## src/rtl/pipeline_skid_stage_pkg.sv

```systemverilog
// Shared state encoding for the skid stage. The encoding equals the entry count,
// so occupancy is the state register itself.
package pipeline_skid_stage_pkg;

  localparam int unsigned OccWidth = 2;

  typedef enum logic [OccWidth-1:0] {
    StEmpty = 2'd0,
    StOne   = 2'd1,
    StTwo   = 2'd2
  } skid_state_e;

endpackage

```

## src/rtl/stage_data_reg.sv

```systemverilog
// Payload register with load enable and synchronous reset to a fixed bubble value.
module stage_data_reg #(
  parameter int unsigned      WIDTH       = 32,
  parameter logic [WIDTH-1:0] RESET_VALUE = '0
) (
  input  logic             clk_i,
  input  logic             rst_i,
  input  logic             en_i,
  input  logic [WIDTH-1:0] d_i,
  output logic [WIDTH-1:0] q_o
);

  logic [WIDTH-1:0] data_q;

  always_ff @(posedge clk_i) begin
    if (rst_i) begin
      data_q <= RESET_VALUE;
    end else if (en_i) begin
      data_q <= d_i;
    end
  end

  assign q_o = data_q;

endmodule

```

## src/rtl/pipeline_skid_stage.sv

```systemverilog
// Valid/ready pipeline stage: 2-entry skid buffer (SKID=1, registered in_ready)
// or a single pass-through register (SKID=0, combinational in_ready).
module pipeline_skid_stage
  import pipeline_skid_stage_pkg::*;
#(
  parameter int unsigned      WIDTH        = 32,
  parameter int unsigned      SKID         = 1,
  parameter logic [WIDTH-1:0] BUBBLE_VALUE = '0
) (
  input  logic                clk,
  input  logic                rst,
  input  logic                flush,
  input  logic                in_valid,
  input  logic [WIDTH-1:0]    in_data,
  output logic                in_ready,
  output logic                out_valid,
  output logic [WIDTH-1:0]    out_data,
  input  logic                out_ready,
  output logic [OccWidth-1:0] occupancy
);

  skid_state_e      state_q, state_d;
  logic             in_xfer, out_xfer;
  logic             main_en, skid_en;
  logic [WIDTH-1:0] main_d, main_q, skid_q;

  assign in_xfer  = in_valid & in_ready;
  assign out_xfer = out_valid & out_ready;

  always_ff @(posedge clk) begin
    if (rst) begin
      state_q <= StEmpty;
    end else begin
      state_q <= state_d;
    end
  end

  always_comb begin
    state_d = state_q;
    unique case (state_q)
      StEmpty: if (in_xfer) state_d = StOne;
      StOne: begin
        if (in_xfer && !out_xfer) begin
          state_d = StTwo;
        end else if (!in_xfer && out_xfer) begin
          state_d = StEmpty;
        end
      end
      StTwo:   if (out_xfer) state_d = StOne;
      default: state_d = StEmpty;
    endcase
    if (flush) state_d = StEmpty;
  end

  // Main register always holds the head; skid only catches the second entry.
  always_comb begin
    main_en   = 1'b0;
    skid_en   = 1'b0;
    main_d    = in_data;
    out_valid = (state_q != StEmpty);
    occupancy = state_q;
    out_data  = out_valid ? main_q : BUBBLE_VALUE;
    if (!flush) begin
      unique case (state_q)
        StEmpty: main_en = in_xfer;
        StOne: begin
          main_en = in_xfer & out_xfer;
          skid_en = in_xfer & ~out_xfer;
        end
        StTwo: begin
          main_en = out_xfer;
          main_d  = skid_q;
        end
        default: ;
      endcase
    end
  end

  stage_data_reg #(
    .WIDTH      (WIDTH),
    .RESET_VALUE(BUBBLE_VALUE)
  ) u_main_reg (
    .clk_i(clk),
    .rst_i(rst),
    .en_i (main_en),
    .d_i  (main_d),
    .q_o  (main_q)
  );

  stage_data_reg #(
    .WIDTH      (WIDTH),
    .RESET_VALUE(BUBBLE_VALUE)
  ) u_skid_reg (
    .clk_i(clk),
    .rst_i(rst),
    .en_i (skid_en),
    .d_i  (in_data),
    .q_o  (skid_q)
  );

  if (SKID != 0) begin : g_skid
    // Registered so that out_ready never reaches in_ready combinationally.
    logic in_ready_q;

    always_ff @(posedge clk) begin
      if (rst) begin
        in_ready_q <= 1'b1;
      end else begin
        in_ready_q <= (state_d != StTwo);
      end
    end

    assign in_ready = in_ready_q;
  end else begin : g_single
    assign in_ready = out_ready | ~out_valid;
  end

endmodule

```

## config.mk

```make
export PLATFORM = sky130hd
export DESIGN_NAME = pipeline_skid_stage
export DESIGN_NICKNAME = d
export VERILOG_FILES = /design/src/rtl/pipeline_skid_stage_pkg.sv /design/src/rtl/stage_data_reg.sv /design/src/rtl/pipeline_skid_stage.sv
export SDC_FILE = /design/constraint.sdc
export NUM_CORES = 1
export LEC_CHECK = 0
export ABC_AREA = 1
export BUFFER_PORTS_ARGS = -buffer_cell sky130_fd_sc_hd__clkbuf_2
export CORE_MARGIN = 5
export CORE_UTILIZATION = 50
export CTS_BUF_LIST = sky130_fd_sc_hd__clkbuf_16
export DETAILED_ROUTE_END_ITERATION = 6
export PLACE_DENSITY = 0.89
export SLEW_MARGIN = 20
export SYNTH_ARGS = -nofsm -noshare
export SYNTH_HDL_FRONTEND = slang
export SYNTH_HIERARCHICAL = 1
export SYNTH_SLANG_ARGS = --single-unit
export TNS_END_PERCENT = 1
```

## constraint.sdc

```tcl
create_clock -name clk -period 1.25 [get_ports clk]
set_clock_uncertainty 0.15 [all_clocks]
set_input_delay 0.1875 -clock clk [delete_from_list [all_inputs] [get_ports clk]]
set_output_delay 0.1875 -clock clk [all_outputs]
set_load 0.03 [all_outputs]
```

---- Word level (Yosys, flattened, before mapping) ----
Cells that the tools add are included.
storage, ports and cells
  register bits ........................... 67
  bits of input ports ..................... 37
  output and inout port bits .............. 36
  word-level logic and storage cells ...... 31
operators by class
  equality and inequality tests ........... 3
  multiplexer cells ....................... 13
  bitwise gates (word level) .............. 5
  reductions and logical operators ........ 6
operator list
  kind                count
  $mux 32             3
  $mux 2              5
  $pmux 2 s3          1
  $and 1x1->1         4
  $mux 1              3
  $pmux 1 s3          1
  $eq 2x1->1 const B  1
  $eq 2x2->1 const B  1
  $logic_and 1x1->1   2
  $logic_not 1->1     2
  $logic_not 2->1     1
  $ne 2x2->1 const B  1
  $reduce_bool 2->1   1
  $not 1->1           1

---- Depth between registers and ports, before layout ----
  depth in word-level cells ............... 8
  gate-level depth with buffers ........... 11
  depth with buffers taken out ............ 10

---- Hierarchy ----
Netlist, hierarchy kept.
modules (own cells, without submodules)
  module               instances  cells an instance  area each (µm²)  sequential area each (µm²)
  stage_data_reg       2          203                1338.8           640.6
  pipeline_skid_stage  1          200                859.6            60.1

---- Worst setup path after synthesis ----
No wires, ideal clock.
  path type ............................... reg2out
  start point ............................. reg state_q[1] (netlist: occupancy[1])
  end point ............................... out out_data[22]
  arrival ................................. 1.323 ns
  data required time ...................... 0.912 ns
  slack ................................... -0.410 ns
  cell stages (with the launch flop) ...... 4
  path buffers ............................ 1
  path through ............................ dfxtp_1 -> nor2_1 -> buf_2 -> nor2_1
between the ends
  word-level cells in the longest chain between the ends .. 2
ends and longest elaborated chain
  element                 line                       text
  from (decl)             pipeline_skid_stage.sv:22  skid_state_e state_q, state_d;
  from (signal assigned)  pipeline_skid_stage.sv:32  state_q <= StEmpty;
  from (signal assigned)  pipeline_skid_stage.sv:34  state_q <= state_d;
  $reduce_bool 2->1       pipeline_skid_stage.sv:60  out_valid = (state_q != StEmpty);
  $mux 32                 pipeline_skid_stage.sv:62  out_data = out_valid ? main_q : BUBBLE_VALUE;
  to (decl)               pipeline_skid_stage.sv:17  output logic [WIDTH-1:0] out_data,
Every way passes these cells.

---- Worst setup path after layout ----
  start point ............................. reg state_q[0] (netlist: occupancy[0])
  end point ............................... out out_data[26]
The elaborated chain is that of the path after synthesis.

==> key figures <==
Run status
  • Status: finished, violations left
  • Failing checks: setup timing

Layout
  • Post-route cell area: 4770 um^2
  • Layout cell share with drive strength beyond 1: 22.6%
  • Final net count: 724
  • ANT cells: 0
  • Area growth syn-to-layout: 34.9%

Place
  • HPWL after DPL: 5570 um
  • PortBufs: 72
  • DP Area: 4090 um^2
  • Placer Congestion: 0.823

Pwr
  • Pwr Density: 1110 nW/um^2
  • Leak Pwr: 2.51 nW
  • Int Pwr: 3.95 mW
  • Sw Ratio: 25.0%
  • Sequential power share: 43.1%
  • Combinational power share: 13.8%
  • Share of total power in the clock network: 43.0%
  • Net Sw Power: 1.32 mW
  • Peak VDD IR: 0.754 mV

Critical path
  • Worst setup path startpoint: occupancy[0]$_SDFF_PP0_
  • Cell chain of the critical path: nor2_4, buf_4, buf_16, nor2_2, clkbuf_4
  • CP max stage cell: dfxtp_4
  • Largest stage delay on the critical path: 350 ps
  • Crit-path max FO: 10
  • Startpoint Class: flip-flop
  • Worst setup EP type: primary output
  • RR Startpoint: occupancy[0]$_SDFF_PP0_
  • Data arrival, critical path: 1300 ps
  • Required time worst endpoint: 910 ps
  • Crit Path Category: reg2out

Clocking
  • Clock-pin slew on the worst setup and hold paths: 50 ps
  • CTS tree: yes
  • CTS Sinks: 67
  • Root Driver: clkbuf_16
  • Longest Clk Path Bufs: 2
  • Clk_lat worst skew: 320 ps
  • Total CTS buffers: 9
  • H-tree levels: 3

Yosys
  • Post-synth top area cell: dfxtp_1
  • Adder-cell share of the synthesized area: 0%
  • Sequential share of the synthesized area: 37.9%
  • Synth area leaders: dfxtp_1 (38%), nand2_1 (25%), nor2_1 (17%)
  • Synth Area in Compound Gates: 0.637%
  • Synth top area share: 37.9%
  • Synth warn: 6
  • EDFF count, synth: 0
  • Synthesized flop and latch total: 67
  • Ys async rst share: 0%
  • Mapped Area: 3540 um^2
  • Post-Synth Simple-Gate Area: 42.8%
  • Dominant combinational cell family by area after synthesis: simple AND/OR/NAND/NOR gates
  • Mapped Cells: 606
  • Syn nets: 643
  • Post-synthesis cell type count: 15
  • Syn Area/Cell: 5.84 um^2
  • Post-Synth XOR/XNOR Area: 0%
  • Synth cell count leaders: nand2_1 (231), nor2_1 (163), inv_1 (106), dfxtp_1 (67), buf_6 (17)
  • Most frequent cell after synthesis: nand2_1
  • Post-synthesis mux area share: 0%
  • Ys flop type: dfxtp_1

Timing
  • Final Hold Viols: 0
  • TNS Setup: -27240 ps
  • Least-Margin Pin Slew: 207 ps
  • Unrepaired setup endpoints after global routing: true
  • Final setup vio count: 101
  • Fin. max-slew vios: 0
  • Worst rel slew slack: 86.2%
  • Final Cycle Share: 131%
  • Worst setup margin: -390 ps
  • Tmin final: 1640 ps
  • Peak Freq: 610 MHz

Global route
  • Largest net degree at the start of global routing: 39
  • Remaining global-route overflow: 0
  • Global Route Usage Sum: 21.0%
  • First-pass GRT wire length: 14800 um
  • Vias in the first global route: 3357
  • Initial antenna violation count: 0

Die
  • Height of the chip: 94.1 um
  • Area of the die: 8860 um^2
  • Ports: 73
  • Cell Rows: 30
  • Starting Density: 51.8%
  • Chip width: 94.1 um
  • Core area: 6830 um^2

Route
  • DR WL/cell: 11.2 um
  • DR pass1 iterations: 4
  • Via-to-Cell Ratio: 4.48
  • Initial DRC Count: 190
  • Vias: 3528
  • Routed wire length: 8850 um
  • Final ANT Viol Nets: 0
  • DRC Markers: 0

Hold path
  • Worst hold path class: in2reg
  • Hold_sp: in_data[5]

Job
  • Max cap viols: 0
worst max-delay path: cells and delay by family, from the launching register on:
family | cells | cell delay [ps]
and+or+nand+nor | 2 | 170
DFF | 1 | 350
buffers and inverters | 3 | 470
cell families (layout without fill, tap and decap cells):
logic type             count (synthesis)  after routing
DFF                                   67             67
and+or+nand+nor                      399            399
buffers and inverters                136            221
AOI/OAI and AO/OA                      4              4
through the flow:
| step | utilization (%) | hold WS [ps] | worst slack (ps) | power (mW) | std cells |
|---|---|---|---|---|---|
| finish | 69.8 | 9.02 | -390 | 5.27 | 787 |
| detailed placement | 59.9 | 284 | -192 | 2.95 | 762 |
| CTS | 69.1 | 1.21 | -390 | 5.30 | 786 |
| floorplan | - | 96.9 | -111 | 2.77 | 606 |
| global placement | 59.9 | 273 | -119 | 2.93 | 762 |
| global route | 69.8 | 22.6 | -447 | 5.52 | 787 |
final cells by class:
cell class | count | area [um^2]
clock buffers | 10 | 250
clock inverters | 5 | 21.3
fillers | 547 | 2060
inverters | 107 | 404
multi-input cells | 403 | 1650
flip-flops and latches | 67 | 1350
well taps | 96 | 120
repair buffers | 99 | 977
timing repair:
action	4_1_cts	5_1_grt
cloned	1	1
endpoints found under the setup margin	102	103
endpoints found under the hold margin	5	0
pin swaps	2	2
resized for setup	69	8
setup buffers	5	0
hold buffers	3	0
power groups by stage:
stage / sequential [mW] / combinational (mW) / clock (mW)
6_report: 2.28 / 0.728 / 2.27
5_1_grt: 2.28 / 0.821 / 2.42
4_1_cts: 2.27 / 0.706 / 2.32
3_5_place_dp: 2.32 / 0.631 / 0
3_3_place_gp: 2.31 / 0.614 / 0
2_1_floorplan: 2.31 / 0.462 / 0
sequential cells by signal, summed over array words and instances, names as in the netlist:
register	cells
occupancy	2
in_ready	1
u_main_reg/q_o	32
u_skid_reg/q_o	32
path summary, 6_finish.rpt:
path	endpoint	slack (ps)	cells after the start
setup / recovery	out_data[26]	-390	5
hold / removal	u_skid_reg/q_o[5]$_SDFFE_PP0P_	9	5
setup reg to reg	u_main_reg/q_o[1]$_SDFFE_PP0P_	-340	12
hold reg to reg	u_main_reg/q_o[26]$_SDFFE_PP0P_	320	2
metal layers:
metal	global-route usage, %	wire [um]
met2	37.5	4710
met3	4.81	494
met4	9.87	177
met1	23.3	3470
met5	0	0
cell usage in the layout (no fill, tap or decap), drive strengths merged:
cell,n
nand3,2
nor2,164
inv,110
nand4,1
a21oi,2
clkinv,2
clkbuf,81
nand2,232
buf,25
dlygate4sd3,3
o21ai,1
a21o,1
dfxtp,67
No activity file was read; power rests on OpenSTA's default activity.
